## src/rtl/input_capture.sv

```systemverilog
// Nibble-bus deserializer: samples four HOLD-cycle slots and publishes them with a done pulse.
// Optional stability check (slot_err) enabled by defining INPUT_CAPTURE_STABLE_CHECK_EN.
module input_capture #(
  parameter int unsigned HOLD         = 41,
  parameter int unsigned SAMPLE_POINT = 20,
  parameter int unsigned CNT_W        = 16
) (
  input  logic       clk,
  input  logic       rst,
  input  logic       start_capture,
  input  logic [3:0] part_in,
  output logic [3:0] num0,
  output logic [3:0] num1,
  output logic [3:0] num2,
  output logic [3:0] num3,
  output logic       busy,
  output logic       capture_done
`ifdef INPUT_CAPTURE_STABLE_CHECK_EN
  ,
  output logic       slot_err
`endif
);

  typedef enum logic [1:0] {
    S_IDLE    = 2'd0,
    S_CAPTURE = 2'd1,
    S_DONE    = 2'd2
  } state_t;

  localparam logic [CNT_W-1:0] LAST = CNT_W'(HOLD - 1);
  localparam logic [CNT_W-1:0] SAMP = CNT_W'(SAMPLE_POINT);

  state_t           state_q;
  logic [CNT_W-1:0] cnt_q;
  logic [1:0]       slot_q;
  logic [3:0]       shadow_q [4];
  logic [3:0]       num_q    [4];
  logic             busy_q;
  logic             done_q;

  always_ff @(posedge clk) begin
    if (rst) begin
      state_q  <= S_IDLE;
      cnt_q    <= '0;
      slot_q   <= '0;
      shadow_q <= '{default: '0};
      num_q    <= '{default: '0};
      busy_q   <= 1'b0;
      done_q   <= 1'b0;
    end else begin
      done_q <= 1'b0;
      unique case (state_q)
        S_IDLE: begin
          if (start_capture) begin
            state_q <= S_CAPTURE;
            busy_q  <= 1'b1;
            cnt_q   <= '0;
            slot_q  <= '0;
          end
        end
        S_CAPTURE: begin
          if (cnt_q == SAMP) shadow_q[slot_q] <= part_in;
          if (cnt_q == LAST) begin
            cnt_q <= '0;
            if (slot_q == 2'd3) begin
              state_q  <= S_DONE;
              busy_q   <= 1'b0;
              done_q   <= 1'b1;
              num_q[0] <= shadow_q[0];
              num_q[1] <= shadow_q[1];
              num_q[2] <= shadow_q[2];
              // slot 3 may be sampled on this very edge when SAMPLE_POINT == HOLD-1
              num_q[3] <= (cnt_q == SAMP) ? part_in : shadow_q[3];
            end else begin
              slot_q <= slot_q + 2'd1;
            end
          end else begin
            cnt_q <= cnt_q + 1'b1;
          end
        end
        S_DONE:  state_q <= S_IDLE;
        default: state_q <= S_IDLE;
      endcase
    end
  end

  assign num0         = num_q[0];
  assign num1         = num_q[1];
  assign num2         = num_q[2];
  assign num3         = num_q[3];
  assign busy         = busy_q;
  assign capture_done = done_q;

`ifdef INPUT_CAPTURE_STABLE_CHECK_EN
  logic [3:0] first_q;
  logic       err_q;
  logic       slot_err_q;
  logic [3:0] samp_d;
  logic [3:0] first_d;
  logic       mism_d;

  // Forward same-edge samples so SAMPLE_POINT may coincide with cnt 0 or HOLD-1.
  always_comb begin
    samp_d  = (cnt_q == SAMP) ? part_in : shadow_q[slot_q];
    first_d = (cnt_q == '0)   ? part_in : first_q;
    mism_d  = (first_d != samp_d) || (part_in != samp_d);
  end

  always_ff @(posedge clk) begin
    if (rst) begin
      first_q    <= '0;
      err_q      <= 1'b0;
      slot_err_q <= 1'b0;
    end else begin
      if (state_q == S_IDLE && start_capture) err_q <= 1'b0;
      if (state_q == S_CAPTURE) begin
        if (cnt_q == '0) first_q <= part_in;
        if (cnt_q == LAST) begin
          err_q <= err_q | mism_d;
          if (slot_q == 2'd3) slot_err_q <= err_q | mism_d;
        end
      end
    end
  end

  assign slot_err = slot_err_q;
`endif

endmodule

```

## config.mk

```make
export PLATFORM = sky130hd
export DESIGN_NAME = input_capture
export DESIGN_NICKNAME = d
export VERILOG_FILES = /design/src/rtl/input_capture.sv
export SDC_FILE = /design/constraint.sdc
export NUM_CORES = 1
export LEC_CHECK = 0
export BUFFER_PORTS_ARGS = -buffer_cell sky130_fd_sc_hd__buf_2
export CORE_ASPECT_RATIO = 0.6
export CORE_UTILIZATION = 41
export DETAILED_ROUTE_END_ITERATION = 10
export SLEW_MARGIN = 40
export SYNTH_ARGS = -nofsm -noshare
export SYNTH_HDL_FRONTEND = slang
export SYNTH_SLANG_ARGS = --single-unit
```

## constraint.sdc

```tcl
create_clock -name clk -period 2.8 [get_ports clk]
set_input_delay 0.42 -clock clk [delete_from_list [all_inputs] [get_ports clk]]
set_output_delay 0.42 -clock clk [all_outputs]
set_load 0.1 [all_outputs]
```

# Word level (Yosys, flattened, before mapping)
# Cells that the tools add are included.
dict set report op_classes {
  add_sub_neg 2
  div 0
  order_cmp 2
  n_shift 0
  n_mux 20
  n_eq_ne 8
  bitwise_logic 3
  n_reduce_logical 10
  mul 0
}
# op n
set op_table {}
lappend op_table {{16-bit two-way mux} 2}
lappend op_table {{16-bit one-hot mux with 2 select lines} 1}
lappend op_table {{16-bit by 1-bit adder with 16-bit output (second input constant)} 1}
lappend op_table {{16-bit bitwise mux} 1}
lappend op_table {{16-bit by 5-bit == test with 1-bit output (second input constant)} 1}
lappend op_table {{16-bit by 6-bit == test with 1-bit output (second input constant)} 1}
lappend op_table {{2-bit two-way mux} 6}
lappend op_table {{4-bit demux with 2-bit select} 1}
lappend op_table {{4-bit two-way mux} 2}
lappend op_table {{2-bit != test (second input constant)} 4}
lappend op_table {{2-bit one-hot mux with 2 select lines} 2}
lappend op_table {{4-bit AND reduction} 2}
lappend op_table {{3-bit AND reduction} 2}
lappend op_table {{1-bit two-way mux} 4}
lappend op_table {{2-bit AND reduction} 2}
lappend op_table {{3-bit >= comparator (second input constant)} 1}
lappend op_table {{3-bit by 1-bit < comparator with 1-bit output (second input constant)} 1}
lappend op_table {{2-bit inverter with 3-bit output} 1}
lappend op_table {{3-bit OR reduction} 1}
lappend op_table {{2-bit by 1-bit adder with 2-bit output (second input constant)} 1}
lappend op_table {{2-bit by 1-bit == test with 1-bit output (second input constant)} 1}
lappend op_table {{2-bit == test (second input constant)} 1}
lappend op_table {{2-bit logical NOT} 1}
lappend op_table {{1-bit inverter} 2}
lappend op_table {{other kinds (3)} 3}
dict set report totals {
  reg_bits 54
  memories 0
  rom_bits 0
  word_cells 58
  latch_bits 0
  ram_bits 0
}

# Logic depth before layout (Yosys ltp)
dict set report depth {
  word_depth 6
  ltp_mapped 8
  ltp_nobuf 7
}

# Worst setup path after synthesis
# OpenSTA, ideal clock, no wires.
dict set report synth_timing {
  path_kind {flip-flop to flip-flop}
  start {register cnt_q[0]}
  end {register slot_q[0]}
  stages_incl_launch_ff 9
  t_required_ns 2.674
  n_path_buf 1
  period_less_slack_ns 2.032
  t_arrival_ns 1.906
  slack_ns 0.768
  path_cell_list {dfxtp_1 inv_1 ha_1 or4b_1 nor4_4 buf_2 a21oi_1 o21ai_0 o31ai_1}
}
dict set report synth_via {
  elab_chain_cells 3
}
# element line
set synth_lines {}
lappend synth_lines {{from (decl)} 34} ;# logic [CNT_W-1:0] cnt_q;
lappend synth_lines {{from (signal assigned)} 78} ;# cnt_q <= cnt_q + 1'b1;
lappend synth_lines {{16-bit by 6-bit == test with 1-bit output} 63} ;# if (cnt_q == LAST) begin
lappend synth_lines {{2-bit != test (no line)} n/a}
lappend synth_lines {{4-bit AND reduction (no line)} n/a}
lappend synth_lines {{to (signal assigned)} 75} ;# slot_q <= slot_q + 2'd1;
lappend synth_lines {{to (decl)} 35} ;# logic [1:0] slot_q;
# No other way between the ends.
# A chain may end at the register's enable or synchronous reset.

# Worst setup path in the final report
dict set report layout_timing {
  start {register cnt_q[0]}
  end {register cnt_q[4]}
}
dict set report layout_via {
  elab_chain_cells 3
  elab_cells_between_ends 4
  classes_between {add/sub: 1; eq/ne: 1; mux: 2}
}
# element line
set layout_lines {}
lappend layout_lines {{16-bit by 1-bit adder with 16-bit output / 16-bit by 6-bit == test with 1-bit output (equally long branches)} {78, 63}}
lappend layout_lines {{16-bit two-way mux (*)} 63}
lappend layout_lines {{16-bit one-hot mux with 2 select lines (*)} 52} ;# unique case (state_q)
# Mark *: on every way between the ends. The rest lies on a longest branch, timed or not.

==> results.md <==
* Met2 GRT Util at 26.11%
* Setup Buffers After CTS at 0
* CTS tree: done
* Setup crit end kind: flip-flop
* Nets at 317
* Synth Register Bits at between 50 and 60
* Gpl congestion at slightly below 0.9
* Area grow syn2layout at 13.92%
* Post_cts resized at 0
* Static leakage at roughly 1.1 nW
* M1 GR Usage at 30.58%
* Initial antenna violation count at 0
* Detailed Routing Iterations Pass 1 at 4
* Share of cells above drive strength 1 at between 10% and 20%
* CP max-delay cell: or4b_1
* Post-Synthesis Mean Instance Area at around 8.5 sq um
* Crit path to: cnt_q[4]
* Mapped cell area at approximately 0.0024 sq mm
* Final Hold Viols at 0
* Sequential fraction of the synthesis area at a little under half
* Logic pwr share at 6.1%
* Global route overflow at 0
* Critical Path AT at about 2.6 ns
* Sw frac at 23.26%
* Final Cycle Share at a little over four fifths
* Die area at between 0.006 and 0.007 sq mm
* Switching pwr at approximately 320 uW
* Hold buffer count at CTS at 0
* Ys async rst share at 0%
* Filler instances at 551
* Worst Reg-to-Reg Cells at 7
* HP Class: in -> reg
* Site row count at 20
* Reg power frac at 56.3%
* Clk_lat worst skew at between 0.3 and 0.4 ns
* Post-synth top flop: dfxtp_1
* RSZ-0062 raised after global routing: no
* Clk network pwr share at between 30 and 40%
* H-tree levels at 2
* Clock sink count at 54
* Area leader, netlist: dfxtp_1
* Placed cell area at between 0.002 and 0.003 sq mm
* Antenna-violating nets left at 0
* Num CTS Buffers at 5
* Post-Syn Nets at between 200 and 300
* R2R setup slack at approximately 0.45 ns
* First DRT Iteration DRCs at 123
* CP Cell Sequence: inv_1, ha_1, or4b_1, nor4_4, nor2_2, a21o_1, a22o_1
* Max-cap viol count at 0
* CP Class: reg -> reg
* Pin count of the biggest net entering global routing at 42
* Die H at just over 60 um
* CTS root buf: clkbuf_8
* Slew @ Worst Pin at 0.7193 ns
* Gr usage total at between 10% and 20%
* Number of synthesized flops with an enable pin at 0
* Detailed Place HPWL at about 4000 um
* Critical path launch point: cnt_q[0]
* Synth top area share at between 40% and 50%
* Fin crit period at between 2 and 2.5 ns
* Die W at 100.0 um
* Reg2Reg Launch Point: cnt_q[0]
* Clock buffer depth at 2
* Core area at ~0.0053 sq mm
* Fin area at 0.002694 sq mm
* Met3 usage at under 10%
* PD cells at slightly above 500 mW/mm^2
* Worst hold start: part_in[0]
* WP data required at between 3 and 4 ns
* Total negative setup slack at 0 ns
* Port-buffer cells at 24
* Global-route wire length before repair at 8949 um
* Worst-path clk slew at 0.10 ns
* Max incr delay on CP at 0.56 ns
* Setup crit start kind: flip-flop
* Ant. Diodes at 0
* DR vias at between 2000 and 2500
* Number of library cell types mapped by synthesis at 37
* IO Count at 25
* Worst Path Max Fanout at 19
* Ys Warns at 0
* Terminus of the critical flop-to-flop path: cnt_q[4]
* Ranking of synthesized cells by area: dfxtp_1, mux2i_1, nand2_1
* Gate Count Post-Synth at 278
* Peak supply drop at approximately 0.00027 V
* Busiest grt layer: met1
* Rel. slew slack at between 50% and 60%
* Status: finished clean
* Drt wl/cell at between 10 and 15 um
* Final wirelength at 5583 um
* Setup Viol. Count Final at 0
* Final slew viol count at 0
* Vias in the first global route at approximately 1800
* Initial core utilization at 44.58%
* Worst clock skew at 0.003458 ns
* DRC errors left at 0
* Highest clock rate at 0.4261 GHz
* Fin util at slightly above 50%
* Vias per cell at between 5 and 6
* Int Pwr at 1.068 mW
## state kept, by name, summed over array words and instances (netlist names)
| signal | count |
|---|---|
| num0 | 4 |
| num3 | 4 |
| num1 | 4 |
| num2 | 4 |
| state_q | 2 |
| shadow_q | 16 |
| capture_done | 1 |
| cnt_q | 16 |
| busy | 1 |
| slot_q | 2 |
## logic make-up (layout without fill, tap and decap cells)
| logic type | count (synthesis) | after routing | synth area share (%) |
|---|---|---|---|
| adders and majority gates | 6 | 6 | 3.175 |
| AOI/OAI and AO/OA | 56 | 56 | 13.23 |
| muxes | 17 | 17 | 7.196 |
| DFF | 54 | 54 | 45.71 |
| and+or+nand+nor | 126 | 126 | 27.46 |
| buffers and inverters | 19 | 46 | 3.228 |
## cells in the mapped netlist, types with 5 or more instances
master	count
a21oi_1	32
a31oi_1	7
clkbuf_1	8
dfxtp_1	54
ha_1	6
inv_1	7
mux2i_1	17
nand2_1	43
nand2b_1	5
nand3_1	16
nor2_1	25
nor3_1	7
o21ai_0	10
or3_1	7
## worst max-delay path, delay by kind of cell, from the launching register on
kind	cells	cell delay [ns]
AO/OA/AOI/OAI	2	0.38
flip-flops	1	0.36
buffers and inverters	1	0.07
AND/OR/NAND/NOR	3	1.27
adder cells (fa/ha/maj)	1	0.17
## how the worst min path moves through the flow
stage | endpoint | slack [ns] | depth (start not counted)
global route | shadow_q[2] | 0.41 | 3
floorplan | cnt_q[15] | 0.43 | 1
finish | shadow_q[0] | 0.39 | 3
CTS | shadow_q[0] | 0.39 | 3
detailed placement | num1[2] | 0.44 | 2
global placement | num2[3] | 0.44 | 2
## layout by cell type, fill, tap and decap left out, types with 10 or more instances in the layout
cell,count
nor2_1,25
nand2_1,43
o21ai_0,10
mux2i_1,17
nand3_1,16
buf_2,24
dfxtp_1,54
a21oi_1,32
## final cells by class
type,instances,area [sq um],share of cell area [%]
timing repair buffer,31,172.7,6.410
sequential,54,1081,40.13
tap,77,96.34,3.576
clock inverter,2,37.54,1.393
inverter,7,26.28,0.9754
multi-input combinational,205,1207,44.82
clock buffer,6,72.57,2.694
## metal layers
metal / routed length [um] / up-vias
li1: - / 1026
met5: 0 / -
met2: 2136 / 68
met4: 45 / 0
met1: 2994 / 952
met3: 407 / 7
## power groups by stage
stage | registers [mW] | logic [mW] | clock network, mW
3_3_place_gp | 0.800 | 0.0842 | 0
2_1_floorplan | 0.806 | 0.0522 | 0
5_1_grt | 0.785 | 0.0926 | 0.568
3_5_place_dp | 0.801 | 0.0840 | 0
4_1_cts | 0.783 | 0.0846 | 0.534
6_report | 0.783 | 0.0856 | 0.523
## stage by stage
stage	hold slack [ns]	worst slack, ns	power [mW]	std cells
after detailed placement	0.4420	0.5071	0.8851	374
after CTS	0.3909	0.4685	1.401	382
final	0.3945	0.4531	1.392	382
after global routing	0.4093	0.3459	1.445	382
after global placement	0.4363	0.5698	0.8845	374
after floorplan	0.4292	0.7680	0.8587	278
No activity file was read; power rests on OpenSTA's default activity.
